[config.mk]
export PLATFORM = sky130hd
export DESIGN_NAME = imem_loader
export DESIGN_NICKNAME = d
export VERILOG_FILES = /design/src/rtl/imem_loader.sv
export SDC_FILE = /design/constraint.sdc
export NUM_CORES = 1
export LEC_CHECK = 0
export ABC_AREA = 1
export BUFFER_PORTS_ARGS = -buffer_cell sky130_fd_sc_hd__buf_2
export CAP_MARGIN = 20
export CORE_ASPECT_RATIO = 1.4
export CORE_MARGIN = 2
export CORE_UTILIZATION = 55
export DETAILED_ROUTE_END_ITERATION = 10
export PLACE_DENSITY_LB_ADDON = 0.2
export SYNTH_ARGS = -nofsm -noshare
export SYNTH_HDL_FRONTEND = slang
export SYNTH_SLANG_ARGS = --single-unit
[constraint.sdc]
create_clock -name clk -period 3.4 [get_ports clk]
set_input_delay 0.17 -clock clk [delete_from_list [all_inputs] [get_ports clk]]
set_output_delay 0.17 -clock clk [all_outputs]
set_load 0.02 [all_outputs]
[src/rtl/imem_loader.sv]
// ---------------------------------------------------------------------------
// imem_loader
//
// Write-side front end for the writable instruction RAM. Bytes arrive from a
// byte source such as a UART or a debug link. The block packs them into
// little-endian words and writes those words to consecutive IMEM addresses,
// starting at address 0. While a load runs, busy holds the CPU in stall.
// When the last word is written, done pulses for one cycle. The block also
// keeps a running XOR of every word it writes. A start with an out-of-range
// word count sets a sticky error flag and does not begin a load.
//
// Ports
//   clk        system clock, all state on the rising edge
//   rst_n      asynchronous active-low reset
//   start      one-cycle load request, looked at only while idle
//   num_words  number of words to load (legal range 1..2**ADDR_W)
//   abort      synchronous cancel, honoured in every state
//   in_valid   byte-stream valid
//   in_data    byte-stream data
//   in_ready   high while the loader is collecting bytes
//   we         IMEM write enable, one cycle per word
//   waddr      IMEM word address
//   wdata      IMEM write data (the word being assembled or just assembled)
//   busy       load in progress, drives the CPU stall
//   done       one-cycle pulse after the final word is written
//   err        sticky flag for an illegal num_words
//   checksum   XOR of all words written in the current or last load
// ---------------------------------------------------------------------------
module imem_loader #(
  parameter int ADDR_W = 6,
  parameter int DATA_W = 32
) (
  input  logic              clk,
  input  logic              rst_n,
  input  logic              start,
  input  logic [ADDR_W:0]   num_words,
  input  logic              abort,
  input  logic              in_valid,
  input  logic [7:0]        in_data,
  output logic              in_ready,
  output logic              we,
  output logic [ADDR_W-1:0] waddr,
  output logic [DATA_W-1:0] wdata,
  output logic              busy,
  output logic              done,
  output logic              err,
  output logic [DATA_W-1:0] checksum
);

  localparam int BYTES = DATA_W / 8;
  localparam int IDX_W = (BYTES > 1) ? $clog2(BYTES) : 1;
  localparam logic [ADDR_W:0] MAX_WORDS = (ADDR_W + 1)'(2 ** ADDR_W);

  typedef enum logic [1:0] {
    IDLE  = 2'd0,
    RECV  = 2'd1,
    WRITE = 2'd2,
    DONE  = 2'd3
  } state_e;

  state_e              state_q,    state_d;
  logic [ADDR_W:0]     count_q,    count_d;
  logic [ADDR_W-1:0]   waddr_q,    waddr_d;
  logic [DATA_W-1:0]   wdata_q,    wdata_d;
  logic [IDX_W-1:0]    byteIdx_q,  byteIdx_d;
  logic [DATA_W-1:0]   checksum_q, checksum_d;
  logic                err_q,      err_d;

  logic countLegal;
  logic lastWord;
  logic lastByte;

  // The count is one bit wider than the address. This lets a full-depth load
  // be expressed without ambiguity. It also keeps the last-word compare from
  // aliasing when the address reaches its maximum value.
  assign countLegal = (num_words != '0) && (num_words <= MAX_WORDS);
  assign lastWord   = ({1'b0, waddr_q} == (count_q - (ADDR_W + 1)'(1)));
  assign lastByte   = (byteIdx_q == IDX_W'(BYTES - 1));

  // State and datapath registers. Everything clears on reset.
  always_ff @(posedge clk or negedge rst_n) begin
    if (!rst_n) begin
      state_q    <= IDLE;
      count_q    <= '0;
      waddr_q    <= '0;
      wdata_q    <= '0;
      byteIdx_q  <= '0;
      checksum_q <= '0;
      err_q      <= 1'b0;
    end else begin
      state_q    <= state_d;
      count_q    <= count_d;
      waddr_q    <= waddr_d;
      wdata_q    <= wdata_d;
      byteIdx_q  <= byteIdx_d;
      checksum_q <= checksum_d;
      err_q      <= err_d;
    end
  end

  // Next-state logic. Abort takes priority over every other transition. On
  // abort the loader returns to idle, drops the partial word and keeps the
  // checksum of the words already written. In WRITE, abort also stops the
  // checksum update, which matches the write strobe being suppressed.
  always_comb begin
    state_d    = state_q;
    count_d    = count_q;
    waddr_d    = waddr_q;
    wdata_d    = wdata_q;
    byteIdx_d  = byteIdx_q;
    checksum_d = checksum_q;
    err_d      = err_q;

    if (abort) begin
      state_d   = IDLE;
      byteIdx_d = '0;
    end else begin
      case (state_q)
        IDLE: begin
          if (start) begin
            if (countLegal) begin
              count_d    = num_words;
              waddr_d    = '0;
              byteIdx_d  = '0;
              checksum_d = '0;
              err_d      = 1'b0;
              state_d    = RECV;
            end else begin
              err_d = 1'b1;
            end
          end
        end

        RECV: begin
          if (in_valid) begin
            // The first byte of a word fills the least significant lane.
            for (int k = 0; k < BYTES; k++) begin
              if (byteIdx_q == IDX_W'(k)) begin
                wdata_d[8*k +: 8] = in_data;
              end
            end
            byteIdx_d = byteIdx_q + IDX_W'(1);
            if (lastByte) begin
              byteIdx_d = '0;
              state_d   = WRITE;
            end
          end
        end

        WRITE: begin
          checksum_d = checksum_q ^ wdata_q;
          if (lastWord) begin
            state_d = DONE;
          end else begin
            waddr_d = waddr_q + ADDR_W'(1);
            state_d = RECV;
          end
        end

        DONE: begin
          state_d = IDLE;
        end

        default: begin
          state_d = IDLE;
        end
      endcase
    end
  end

  // Moore outputs decoded from the state register. The only exception is the
  // write strobe, which abort gates in the same cycle. This guarantees that a
  // cancelled load never makes one more write.
  always_comb begin
    in_ready = (state_q == RECV);
    we       = (state_q == WRITE) && !abort;
    busy     = (state_q == RECV) || (state_q == WRITE);
    done     = (state_q == DONE);
  end

  assign waddr    = waddr_q;
  assign wdata    = wdata_q;
  assign err      = err_q;
  assign checksum = checksum_q;

endmodule

==> results of run 1 <==
## worst max-delay path by stage
stage,to,cells after the start
after CTS,checksum[0],7
after global routing,checksum[2],7
final,checksum[3],7
after global placement,checksum[1],7
after detailed placement,checksum[0],7
after floorplan,checksum[12],10
## cells by family (layout without fill, tap and decap cells)
family,after synthesis,after routing
simple gates,181,181
compound gates,87,87
flops,82,82
buf+inv,54,151
xor+xnor,34,34
fa+ha+maj,11,11
## what timing repair did
| item | in CTS | in global routing |
|---|---|---|
| hold endpoints to repair | 0 | 82 |
| hold buffers | 0 | 1 |
| gates resized for setup | 0 | 0 |
## final cells by class
class	count	area, µm²	share of cell area (%)
flip-flops and latches	82	2052	42.04
multi-input cells	313	1862	38.14
repair buffers	97	518.0	10.61
inverters	38	142.6	2.922
clock buffers	9	123.9	2.538
well taps	97	121.4	2.487
clock inverters	7	61.31	1.256
## report_power, final
group / internal (mW) / switching (mW) / leakage (nW)
registers: 1.24 / 0.288 / 1.11
clock network: 0.278 / 0.392 / 0.0884
logic: 0.598 / 1.10 / 1.24
total: 2.12 / 1.78 / 2.44
## worst max-delay path, cell delays in order (launching register included)
cell and delay (ps):
dfrtp_1 440, inv_1 140, ha_1 400, inv_2 70, nor2_2 120, o21a_2 220
nand2_8 260, o31ai_1 320
## flip-flops by register name, summed over array words and instances (netlist names)
register	count
wdata	32
waddr	6
state_q	2
checksum	32
byteIdx_q	2
err	1
count_q	7
## layer usage
| layer | wire length, µm | up-vias |
|---|---|---|
| li1 | - | 1647 |
| met4 | 263 | 0 |
| met5 | 0 | - |
| met1 | 3807 | 1590 |
| met3 | 450 | 19 |
| met2 | 4884 | 100 |
## layout by cell type, fill, tap and decap left out, types with 2 or more instances in the layout
cell	Yosys	final
nand3_1	10	10
clkinv_4	0	2
nor2_1	19	19
o21ai_0	40	40
buf_2	5	93
nand2_2	2	2
nand2_1	135	135
clkbuf_8	0	9
o21ai_1	8	8
buf_4	3	2
nand4_1	4	4
a21oi_1	4	4
inv_2	4	4
inv_1	34	34
o31ai_2	28	28
xnor2_1	33	33
ha_1	11	11
dfrtp_1	82	82
inv_6	0	2
clkinvlp_4	0	2
nor2_2	3	3
o31ai_1	5	5
## stage by stage
step / instances / setup WS [ps] / utilization (%)
CTS: 641 / 1275 / 65.80
global route: 643 / 1098 / 66.31
detailed placement: 625 / 1307 / 63.28
floorplan: 449 / 1585 / -
finish: 643 / 1297 / 66.31
global placement: 625 / 1383 / 63.28
==> impl_metrics.csv, run 1 <==
group,metric,value,unit
run_status,run_status,"complete, no violations",
sta,fin_hold_ws,37.19,ps
worst_setup_path,worstReg2RegStart,"state_q[0]",
final_layout,antennaDiodeCount,0,
placement,dp_hpwl,6628,µm
sta,timing.fmax,475.5,MHz
logic_synthesis,yosysTopAreaCell,"dfrtp_1",
logic_synthesis,synth_compound_area_share,15.90,%
worst_hold_path,worstHoldPathType,"primary input to flop",
logic_synthesis,synth-simple-area-share,18.30,%
logic_synthesis,syn_area,4172,µm²
pwr,peakVddDrop,412.2,µV
final_layout,drive_gt1_share,28.39,%
pwr,leakage,2.437,nW
sta,slew_viol_final,0,
final_layout,design_area,4881,µm²
logic_synthesis,synthCells,449,
clock_network,cts_tree,"built",
drt,wire_per_inst,14.63,µm
final_layout,fillerInstances,613,
sta,rsz0062_at_grt,"no",
sta,setup_tns,0,ps
drt,drt_iter0_drc,208,
clock_network,path_clk_slew,90,ps
drt,viasPerCell,5.219,
logic_synthesis,ys.flop_type,"dfrtp_1",
drt,dr.pass1.iters,5,
clock_network,cts_max_path_buffers,2,
worst_setup_path,end_kind,"flop",
clock_network,htree_levels,3,
worst_setup_path,cp.required,3660,ps
floorplan,io_pins,95,
clock_network,clk_latency,360,ps
global_routing,grt_use_total,23.97,%
logic_synthesis,synth_top_area_share,49.19,%
global_routing,grt_pass1_wl,15480,µm
floorplan,coreArea,7361,µm²
global_routing,antenna_found_initial,0,
worst_hold_path,min-delay-start,"num_words[0]",
global_routing,grt_pass1_vias,3189,
sta,max-slew-margin-rel,64.23,%
final_layout,nNetsFinal,572,
logic_synthesis,yosys.area_share.adder,3.299,%
worst_setup_path,reg2reg_setup_slack,1300,ps
drt,drcViolationCount,0,
logic_synthesis,yosysWarnings,0,
floorplan,die_x,77.61,µm
worst_hold_path,whs_path_depth,3,
placement,place.gp.congestion,0.8860,
drt,wl,9406,µm
logic_synthesis,seq_area_frac_synth,49.19,%
logic_synthesis,synth_edf_count,0,
run,drv_cap,0,
logic_synthesis,synthTopCellsByArea,"dfrtp_1 49%, nand2_1 12%, o31ai_2 8.4%",
floorplan,die-height,107.0,µm
sta,period_share,61.86,%
sta,setup_viol,0,
logic_synthesis,synthMuxAreaShare,0,%
global_routing,use_met2,40.02,%
worst_setup_path,r2r_cells,7,
floorplan,initial_core_util,56.67,%
logic_synthesis,synth_seq_cells,82,
logic_synthesis,synth_xor_area_share,7.139,%
global_routing,grt_max_degree,83,
logic_synthesis,synth.distinct_cells,31,
logic_synthesis,synthTopCellsByCount,"135 x nand2_1, 82 x dfrtp_1, 40 x o21ai_0, 34 x inv_1, 33 x xnor2_1",
logic_synthesis,syn_area_per_cell,9.291,µm²
logic_synthesis,synth_most_common_cell,"nand2_1",
global_routing,grt_busiest_layer,"met2",
final_layout,area_delta_synth_final,17.01,%
clock_network,cts_root_buf,"clkbuf_8",
sta,min_period,2103,ps
pwr,p_per_area,798.6,nW/µm²
sta,finalHoldViolations,0,
drt,vias,3356,
worst_hold_path,min_to,"count_q[0]",
worst_setup_path,critPathKind,"flop to flop",
floorplan,std_cell_rows,37,
global_routing,use_met3,4.461,%
global_routing,grt_overflow,0,
worst_setup_path,arrival,2360,ps
logic_synthesis,synth_top_family_by_area,"simple AND/OR/NAND/NOR gates",
floorplan,die-area,8307,µm²
sta,tightest_slew,536.5,ps
worst_setup_path,path_max_fanout,64,
sta,finalClockSkew,11.66,ps
drt,postRouteAntennaNets,0,
logic_synthesis,async_reset_ff_share,100.0,%
clock_network,cts_setup_buffers,0,
placement,place_area,4658,µm²
logic_synthesis,syn-num-nets,480,
worst_setup_path,cp-start-kind,"flop",
worst_setup_path,r2r-end,"checksum[3]",
worst_setup_path,cp-startpoint,"state_q[0]",
placement,port_buffers,94,
clock_network,numCtsBuffers,9,
clock_network,cts_num_sinks,82,
global_routing,use_met1,29.84,%
pwr,totalPowerFinal,3.898,mW
(Power assumes the default switching activity.)
==> run 2, diff against run 1 <==
- ABC_AREA: 1 -> 0
- CORE_UTILIZATION: 55 -> 54
- clock period: 3.4 -> 1.95 ns (I/O delays scaled with it)
==> run 2 against run 1 <==
The run now ends with setup timing left. Synthesized cell count shrank 22%. Cell count shrank 7.3%. Combinational power grew 130%. Clock-buffer cell count grew 4.
==> impl_metrics.csv, run 2 <==
group,metric,value,unit
run_status,run_status,"finished with violations",
run_status,violations,"setup timing",
logic_synthesis,syn_area_per_cell,11.74,µm²
final_layout,fillerInstances,498,
sta,setup_tns,-654.6,ps
global_routing,grt_use_total,25.17,%
worst_setup_path,path_cells,"inv_2, ha_4, buf_4, o21bai_1, a211o_1, o2111ai_2, a31oi_4, mux2i_1, nand2_1",
sta,max-slew-margin-rel,64.60,%
logic_synthesis,seq_area_frac_synth,50.06,%
logic_synthesis,async_reset_ff_share,100.0,%
sta,finalClockSkew,6.839,ps
pwr,switching_share,40.69,%
worst_setup_path,arrival,2300,ps
worst_setup_path,critical_path_depth,9,
drt,wl,10210,µm
worst_setup_path,cp.required,2190,ps
logic_synthesis,syn_area,4099,µm²
clock_network,numCtsBuffers,9,
placement,dp_slack,-385.4,ps
placement,dp.cells,565,
floorplan,die-area,8314,µm²
logic_synthesis,synthMuxAreaShare,19.38,%
global_routing,grt_pass1_wl,16100,µm
clock_network,htree_levels,3,
global_routing,grt_pass1_vias,3331,
final_layout,antennaDiodeCount,0,
floorplan,io_pins,95,
logic_synthesis,yosys.area_share.adder,3.358,%
floorplan,std_cell_rows,37,
logic_synthesis,synth.distinct_cells,38,
pwr,p_sw,3.236,mW
logic_synthesis,synth_top_family_by_area,"multiplexers",
final_layout,final_common_cell,"buf_2",
floorplan,die_x,77.64,µm
run,drv_cap,0,
logic_synthesis,synth_most_common_cell,"dfrtp_1",
placement,port_buffers,94,
drt,drt_iter0_drc,208,
sta,fin_hold_ws,35.43,ps
logic_synthesis,synth-simple-area-share,9.890,%
drt,viasPerCell,5.569,
worst_setup_path,cp-startpoint,"count_q[0]",
worst_setup_path,path_buf_inv,2,
drt,postRouteAntennaNets,0,
pwr,p_seq_share,36.1,%
logic_synthesis,ys.flop_type,"dfrtp_1",
worst_setup_path,worstReg2RegStart,"count_q[0]",
placement,place.gp.congestion,0.7870,
placement,place_area,5060,µm²
clock_network,cts_root_buf,"clkbuf_8",
logic_synthesis,syn-num-nets,380,
worst_hold_path,whs_path_depth,2,
worst_setup_path,path_max_fanout,7,
global_routing,grt_overflow,0,
final_layout,multi_input_area,2198,µm²
final_layout,area_delta_synth_final,35.47,%
final_layout,nNetsFinal,526,
global_routing,antenna_found_initial,0,
final_layout,layout_common_cells,"93 x buf_2, 81 x dfrtp_1, 42 x buf_4, 39 x nor2_1, 37 x mux2_2",
sta,setup_viol,35,
worst_setup_path,path_delay_family,"compound AO/OA/AOI/OAI gates",
logic_synthesis,synth_edf_count,0,
clock_network,clk_latency,360,ps
worst_hold_path,worstHoldPathType,"primary input to flop",
worst_setup_path,r2r_cells,9,
drt,dr.pass1.iters,4,
logic_synthesis,synthCells,349,
clock_network,cts_tree,"built",
floorplan,coreArea,7361,µm²
pwr,clkPwrFrac,14.1,%
final_layout,layoutNonFillerInstCount,596,
logic_synthesis,synth_xor_area_share,1.923,%
sta,timing.fmax,485.0,MHz
sta,worst_slack,-111.9,ps
drt,drcViolationCount,0,
sta,finalHoldViolations,0,
worst_setup_path,cpPeakStageDelay,390,ps
logic_synthesis,synthTopCellsByArea,"dfrtp_1 50%, mux2_2 18%, a22o_1 6.8%",
final_layout,seq_area,2053,µm²
clock_network,cts_num_sinks,82,
worst_setup_path,cp-start-kind,"flop",
pwr,power.internal,4.715,mW
sta,slew_viol_final,0,
worst_hold_path,min-delay-start,"num_words[4]",
pwr,peakVddDrop,886.8,µV
sta,rsz0062_at_grt,"yes",
pwr,totalPowerFinal,7.951,mW
final_layout,drive_gt1_share,51.70,%
logic_synthesis,yosysTopAreaCell,"dfrtp_1",
placement,dp_hpwl,6971,µm
floorplan,die-height,107.1,µm
sta,period_share,105.7,%
logic_synthesis,synth_seq_cells,82,
pwr,p_per_area,1432,nW/µm²
drt,vias,3319,
final_layout,design_area,5553,µm²
logic_synthesis,synthTopCellsByCount,"82 x dfrtp_1, 67 x mux2_2, 43 x nor2_1, 32 x a22o_1, 18 x nand2_1",
logic_synthesis,synth_top_area_share,50.06,%
drt,wire_per_inst,17.12,µm
sta,min_period,2062,ps
floorplan,initial_core_util,55.69,%
pwr,comb_power_share,49.8,%
worst_setup_path,crit_slowest_cell,"dfrtp_1",
clock_network,cts_max_path_buffers,2,
worst_setup_path,reg2reg_setup_slack,-110,ps
worst_setup_path,critPathKind,"flop to flop",
pwr,leakage,2.886,nW
clock_network,path_clk_slew,80,ps
logic_synthesis,yosysWarnings,0,
sta,tightest_slew,531.0,ps
final_layout,final_core_util,75.44,%
global_routing,grt_max_degree,40,
logic_synthesis,synth_compound_area_share,12.33,%
worst_setup_path,end_kind,"flop",
run 2: changes by cell type after synthesis, sizes merged, moves of 3 or more:
cell / previous run / this run
nor3b: 0 / 3
xnor2: 33 / 7
a22o: 0 / 32
mux2i: 0 / 4
mux2: 0 / 67
nand2: 139 / 18
buf: 13 / 7
o31ai: 33 / 1
o21ai: 48 / 8
nor2: 23 / 43
clkbuf: 3 / 8
inv: 38 / 11
nor3: 0 / 4
run 2: worst paths after layout:
kind | end
setup reg to reg | waddr[3]
max in group asynchronous | checksum[24]
setup / recovery | waddr[3]
min in group asynchronous | checksum[10]
hold reg to reg | err
hold / removal | count_q[4]
run 2: logic make-up (layout without fill, tap and decap cells):
family / Yosys count / in the layout
AND/OR/NAND/NOR: 90 / 90
adder cells (fa/ha/maj): 11 / 11
multiplexers: 71 / 71
buffers and inverters: 26 / 176
XOR/XNOR: 9 / 9
AO/OA/AOI/OAI: 60 / 60
flip-flops: 82 / 82
run 2: metal layers:
| metal | part of all wire, % | GRT usage, % |
|---|---|---|
| met5 | 0 | 0 |
| met4 | 2.2 | 11.86 |
| met3 | 4.3 | 4.798 |
| met2 | 53 | 44.33 |
| met1 | 41 | 29.25 |
run 2: area by class of cell:
class | instances | area share [%]
Clock buffer | 13 | 2.862
Clock inverter | 2 | 0.2253
Inverter | 11 | 0.7436
Multi-Input combinational cell | 241 | 39.59
Sequential cell | 82 | 36.98
Tap cell | 97 | 2.186
Timing Repair Buffer | 150 | 17.42
run 2: power groups by stage:
stage          clock, mW  combinational (mW)  sequential (mW)
2_1_floorplan          0                1.76             3.35
3_3_place_gp           0                3.42             2.83
3_5_place_dp           0                3.53             2.86
4_1_cts             1.15                3.79             2.84
5_1_grt             1.21                4.25             2.94
6_report            1.12                3.96             2.87
run 2: what timing repair did:
| action | 4_1_cts | 5_1_grt |
|---|---|---|
| buffers inserted | 9 | 4 |
| endpoints found under the setup margin | 38 | 65 |
| hold buffers | 7 | 0 |
| hold endpoints to repair | 43 | 0 |
| cloned | 1 | 0 |
| resized for setup | 22 | 24 |
| pin swaps | 11 | 7 |
